File: config.mk
export PLATFORM = sky130hd
export DESIGN_NAME = trig_approx_pipe
export DESIGN_NICKNAME = d
export VERILOG_FILES = /design/src/rtl/trig_approx_pipe.sv
export SDC_FILE = /design/constraint.sdc
export NUM_CORES = 2
export LEC_CHECK = 0
export ABC_CLOCK_PERIOD_IN_PS = 12300
export BUFFER_PORTS_ARGS = -buffer_cell sky130_fd_sc_hd__buf_2
export CAP_MARGIN = 25
export CORE_ASPECT_RATIO = 1.2
export CORE_MARGIN = 3
export CORE_UTILIZATION = 65
export DETAILED_ROUTE_END_ITERATION = 7
export PLACE_DENSITY = 0.93
export SLEW_MARGIN = 20
export SYNTH_ARGS = -nofsm -noshare
export SYNTH_HDL_FRONTEND = slang
export SYNTH_SLANG_ARGS = --single-unit
File: constraint.sdc
create_clock -name clk -period 12.3 [get_ports clk]
set_input_delay 0.615 -clock clk [delete_from_list [all_inputs] [get_ports clk]]
set_output_delay 0.615 -clock clk [all_outputs]
set_load 0.01 [all_outputs]
File: src/rtl/trig_approx_pipe.sv
// trig_approx_pipe: fixed-point sine/cosine Taylor pipeline, seven register
// stages with valid/ready flow control, input clamping and output saturation.
module trig_approx_pipe #(
    parameter int W     = 8,
    parameter int F     = 4,
    parameter int TAG_W = 4
) (
    input  logic             clk,
    input  logic             rst_n,
    input  logic             in_valid,
    output logic             in_ready,
    input  logic [W-1:0]     in_x,
    input  logic             in_mode,
    input  logic [TAG_W-1:0] in_tag,
    output logic             out_valid,
    input  logic             out_ready,
    output logic [W-1:0]     out_y,
    output logic             out_mode,
    output logic [TAG_W-1:0] out_tag,
    output logic             out_range_err,
    output logic             busy
);
    localparam int IW = 2*W + 17;
    localparam int NS = 7;
    localparam longint HPL  = (64'sd15708 * (64'sd1 <<< F) + 64'sd5000) / 64'sd10000;
    localparam longint ONEL = 64'sd1 <<< F;
    localparam longint MAXL = (64'sd1 <<< (W-1)) - 64'sd1;

    localparam logic signed [IW-1:0] C_HP  = IW'(HPL);
    localparam logic signed [IW-1:0] C_NHP = -C_HP;
    localparam logic signed [IW-1:0] C_ONE = IW'(ONEL);
    localparam logic signed [IW-1:0] C_MAX = IW'(MAXL);
    localparam logic signed [IW-1:0] C_MIN = ~C_MAX;
    localparam logic signed [IW-1:0] C_K3  = IW'(10923);
    localparam logic signed [IW-1:0] C_K5  = IW'(546);
    localparam logic signed [IW-1:0] C_KC4 = IW'(2731);

    logic                w_adv;
    logic [NS-1:0]       w_v_nxt;
    logic signed [IW-1:0] w_xs, w_xc;
    logic                w_err;
    logic signed [IW-1:0] w_p2, w_p3, w_p4, w_p5;
    logic signed [IW-1:0] w_t0, w_t1, w_t2;
    logic signed [IW-1:0] w_r;
    logic [W-1:0]        w_y;

    logic [NS-1:0]       r_v;
    logic [NS-1:0]       r_mode;
    logic [NS-1:0]       r_err;
    logic [TAG_W-1:0]    r_tag [NS];
    logic                r_busy;

    logic signed [IW-1:0] r0_x;
    logic signed [IW-1:0] r1_x, r1_p2;
    logic signed [IW-1:0] r2_x, r2_p2, r2_p3, r2_p4;
    logic signed [IW-1:0] r3_x, r3_p2, r3_p3, r3_p4, r3_p5;
    logic signed [IW-1:0] r4_t0, r4_t1, r4_t2;
    logic signed [IW-1:0] r5_r;
    logic [W-1:0]         r6_y;

    assign w_adv   = !r_v[NS-1] | out_ready;
    assign w_v_nxt = w_adv ? {r_v[NS-2:0], in_valid} : r_v;

    assign w_xs = IW'($signed(in_x));

    always_comb begin
        w_xc = w_xs;
        if (w_xs > C_HP)
            w_xc = C_HP;
        else if (w_xs < C_NHP)
            w_xc = C_NHP;
    end

    assign w_err = (w_xs != w_xc);

    assign w_p2 = (r0_x * r0_x) >>> F;
    assign w_p3 = (r1_p2 * r1_x) >>> F;
    assign w_p4 = (r1_p2 * r1_p2) >>> F;
    assign w_p5 = (r2_p4 * r2_x) >>> F;

    // Stage 4 picks the three series terms for the sample's own mode.
    always_comb begin
        w_t0 = r3_x;
        w_t1 = (r3_p3 * C_K3) >>> 16;
        w_t2 = (r3_p5 * C_K5) >>> 16;
        if (r_mode[3]) begin
            w_t0 = C_ONE;
            w_t1 = r3_p2 >>> 1;
            w_t2 = (r3_p4 * C_KC4) >>> 16;
        end
    end

    assign w_r = r4_t0 - r4_t1 + r4_t2;

    always_comb begin
        w_y = r5_r[W-1:0];
        if (r5_r > C_MAX)
            w_y = C_MAX[W-1:0];
        else if (r5_r < C_MIN)
            w_y = C_MIN[W-1:0];
    end

    always_ff @(posedge clk or negedge rst_n) begin
        if (!rst_n) begin
            r_v    <= '0;
            r_mode <= '0;
            r_err  <= '0;
            r_busy <= 1'b0;
            for (int k = 0; k < NS; k++)
                r_tag[k] <= '0;
            r0_x  <= '0;
            r1_x  <= '0;
            r1_p2 <= '0;
            r2_x  <= '0;
            r2_p2 <= '0;
            r2_p3 <= '0;
            r2_p4 <= '0;
            r3_x  <= '0;
            r3_p2 <= '0;
            r3_p3 <= '0;
            r3_p4 <= '0;
            r3_p5 <= '0;
            r4_t0 <= '0;
            r4_t1 <= '0;
            r4_t2 <= '0;
            r5_r  <= '0;
            r6_y  <= '0;
        end else begin
            r_v    <= w_v_nxt;
            r_busy <= |w_v_nxt;
            if (w_adv) begin
                r_mode <= {r_mode[NS-2:0], in_mode};
                r_err  <= {r_err[NS-2:0], w_err};
                r_tag[0] <= in_tag;
                for (int k = 1; k < NS; k++)
                    r_tag[k] <= r_tag[k-1];
                r0_x  <= w_xc;
                r1_x  <= r0_x;
                r1_p2 <= w_p2;
                r2_x  <= r1_x;
                r2_p2 <= r1_p2;
                r2_p3 <= w_p3;
                r2_p4 <= w_p4;
                r3_x  <= r2_x;
                r3_p2 <= r2_p2;
                r3_p3 <= r2_p3;
                r3_p4 <= r2_p4;
                r3_p5 <= w_p5;
                r4_t0 <= w_t0;
                r4_t1 <= w_t1;
                r4_t2 <= w_t2;
                r5_r  <= w_r;
                r6_y  <= w_y;
            end
        end
    end

    assign in_ready      = w_adv;
    assign out_valid     = r_v[NS-1];
    assign out_y         = r6_y;
    assign out_mode      = r_mode[NS-1];
    assign out_tag       = r_tag[NS-1];
    assign out_range_err = r_err[NS-1];
    assign busy          = r_busy;

endmodule

==> impl_metrics.csv <==
group,metric,value,unit
synthesis,syn-num-nets,10400,
timing,whs,0.164,ns
clock_tree,ctsLongestPathBuffers,3,
synthesis,synth_top_area_cell,"fa_1",
floorplan,die_y,380,um
grt,grt_max_degree,228,
floorplan,core.rowCount,136,
detailed_routing,finalWirelength,190000,um
run_status,status,"complete, but fails checks",
grt,grt_pass1_wl,315000,um
clock_tree,numCtsBuffers,47,
clock_tree,h-tree-depth,2,
run_status,violations,"DRC",
timing,hold_violations,0,
clock_tree,cts_setup_buffers,0,
worst_setup_path,slowest_stage,"dfrtp_1",
worst_setup_path,arrival,9.76,ns
synthesis,synth-edff-count,0,
worst_setup_path,path_common_cell,"fa_1",
grt,antenna_found_initial,4,
worst_setup_path,crit_path_start_kind,"flip-flop",
clock_tree,cts-root-buf,"clkbuf_16",
floorplan,start_util,0.658,
worst_setup_path,end_kind,"flip-flop",
detailed_routing,wl_per_cell,20.1,um
synthesis,ys_ff_latch,406,
synthesis,syn-instance-count,8061,
synthesis,synth_top_flop_cell,"dfrtp_1",
timing,finalMaxSlewViolations,0,
detailed_routing,vias_per_cell,5.85,
timing,fmax,0.108,GHz
run,maxCapViolCount,0,
detailed_routing,drc,2,
detailed_routing,antenna_left,0,
floorplan,die_w,317,um
floorplan,core_area,115000,um^2
hold_path,hp-class,"input pin to flip-flop",
floorplan,pin_count,34,
clock_tree,clkSinkCount,406,
worst_setup_path,crit_required,12.82,ns
place,numPortBuffers,33,
timing,rsz0062_at_grt,"false",
place,place_congestion,0.993,
synthesis,synth_most_common_cell,"inv_1",
floorplan,dieArea,121000,um^2
synthesis,yosysWarnings,0,
synthesis,synth_common_cells,"inv_1 (1,960), fa_1 (1,404), nand2_1 (973)",
synthesis,async_reset_ff_frac,1.00,
synthesis,synth_top_cell_area_share,0.371,
timing,skew,0.0506,ns
detailed_routing,drt_iter0_drc,4232,
timing,fin_crit_sh,0.752,
synthesis,syn_area,75700,um^2
finish,fill_cells,7843,
clock_tree,cts_tree,"built",
synthesis,seq_area_frac_synth,0.134,
synthesis,synth.area.top_cells,"fa_1 (37%), ha_1 (16%), dfrtp_1 (13%)",
finish,finish.utilization,0.686,
timing,fin_crit,9.25,ns
timing,slew_headroom,0.220,
timing,setup_viol,0,
timing,tightest_slew,1.16,ns
worst_setup_path,max_stage_delay,1.07,ns
grt,grt.total_usage,0.326,
timing,tns,0,ns
finish,num-nets-final,10300,
worst_setup_path,crit_fanout,30,
worst_setup_path,path_class,"flip-flop to flip-flop",
grt,grt_pass1_vias,62900,
place,dp_hpwl,149000,um
grt,gr-total-overflow,0,
detailed_routing,vias,55500,
clock_tree,clk_pin_slew_worst_paths,0.07,ns
finish,drive_above_1_share,0.0274,
finish,area_growth,4.29,%
synthesis,ys_types,86,
detailed_routing,drtPass1Iterations,8,
clock_tree,clkLatencyLatePin,0.67,ns
synthesis,syn_area_per_cell,9.39,um^2
==> registers in the layout (all words and copies together) (netlist names), 17 cells and up <==
register	flops
r3_p4	29
r5_r	33
r2_p3	29
r3_p3	29
r3_p2	28
r3_p5	29
r1_p2	29
r2_p2	28
r2_p4	29
r4_t2	17
r_tag	24
r4_t1	28
==> worst paths after layout <==
path                                         from                      to  slack [ns]  cells past startpoint
max in group asynchronous                   rst_n     r0_x[0]$_DFFE_PN0N_        9.72                      4
min in group asynchronous                   rst_n    r_tag[6]$_DFFE_PN0N_        0.51                      2
hold / removal                            in_mode   r_mode[0]$_DFFE_PN0N_        0.16                      3
hold reg to reg            out_tag[3]$_DFFE_PN0N_  out_tag[3]$_DFFE_PN0N_        0.46                      2
setup reg to reg             r1_x[31]$_DFFE_PN0N_   r2_p3[27]$_DFFE_PN0N_        3.05                     25
setup / recovery             r1_x[31]$_DFFE_PN0N_   r2_p3[27]$_DFFE_PN0N_        3.05                     25
==> cell type report <==
| class | instances | area [um^2] | share of cell area |
|---|---|---|---|
| Timing Repair Buffer | 87 | 616 | 0.00780 |
| Clock buffer | 59 | 1320 | 0.0167 |
| Sequential cell | 406 | 10200 | 0.129 |
| Inverter | 1963 | 7380 | 0.0935 |
| Antenna cell | 2 | 5.00 | 0.0000634 |
| Clock inverter | 28 | 424 | 0.00537 |
| Multi-Input combinational cell | 5420 | 57100 | 0.724 |
| Tap cell | 1518 | 1900 | 0.0241 |
==> layout by cell type (no fill, tap or decap), types with 33 or more instances in the layout <==
master | netlist | final
xor2_1 | 113 | 113
ha_1 | 950 | 950
and2_1 | 409 | 409
buf_4 | 4 | 50
a21o_1 | 102 | 102
a21oi_1 | 259 | 259
nand2_1 | 973 | 973
dfrtp_1 | 406 | 403
clkbuf_16 | 0 | 47
nand3_1 | 33 | 33
inv_1 | 1960 | 1960
xnor2_1 | 250 | 250
nand2b_1 | 54 | 54
fa_1 | 1404 | 1404
o21ai_0 | 198 | 198
nor2_1 | 234 | 234
==> metal layers <==
metal | global-route usage | part of all wire | vias up | wire length, um
met5 | 0 | 0.000068 | - | 13
met4 | 0.231 | 0.088 | 2 | 16800
met3 | 0.0622 | 0.081 | 1104 | 15300
met2 | 0.556 | 0.49 | 2757 | 93600
met1 | 0.369 | 0.34 | 27500 | 64400
li1 | - | - | 24100 | -
==> through the flow <==
step / worst slack, ns / instances / area (um^2)
3_5_place_dp: 3.25 / 9392 / 77200
3_3_place_gp: 3.59 / 9392 / 77100
4_1_cts: 3.18 / 9480 / 78900
2_1_floorplan: 4.30 / 8061 / 75700
6_report: 3.05 / 9483 / 78900
5_1_grt: 2.63 / 9481 / 78900
==> cells by family after synthesis <==
kind of cell	Yosys count	synth area share
xor gates and xnor gates	363	0.0420
DFF	406	0.134
buffers and inverters	2235	0.111
and+or+nand+nor	1887	0.116
AOI/OAI and AO/OA	805	0.0666
adders and majority gates	2354	0.528
muxes	11	0.00149
==> critical path, delay by kind of cell (launching register included) <==
| kind | cells | cell delay, ns |
|---|---|---|
| flops | 1 | 1.07 |
| compound gates | 8 | 1.46 |
| simple gates | 2 | 0.76 |
| xor+xnor | 1 | 0.18 |
| fa+ha+maj | 9 | 4.84 |
| buf+inv | 5 | 0.77 |
==> timing repair <==
item                      in CTS  in global routing
hold endpoints to repair      57                  0
hold buffers                   1                  0
resized for setup              0                  0
Power is not shown: default switching activity piles up to over one toggle a cycle in this logic, so the estimate is an artifact.
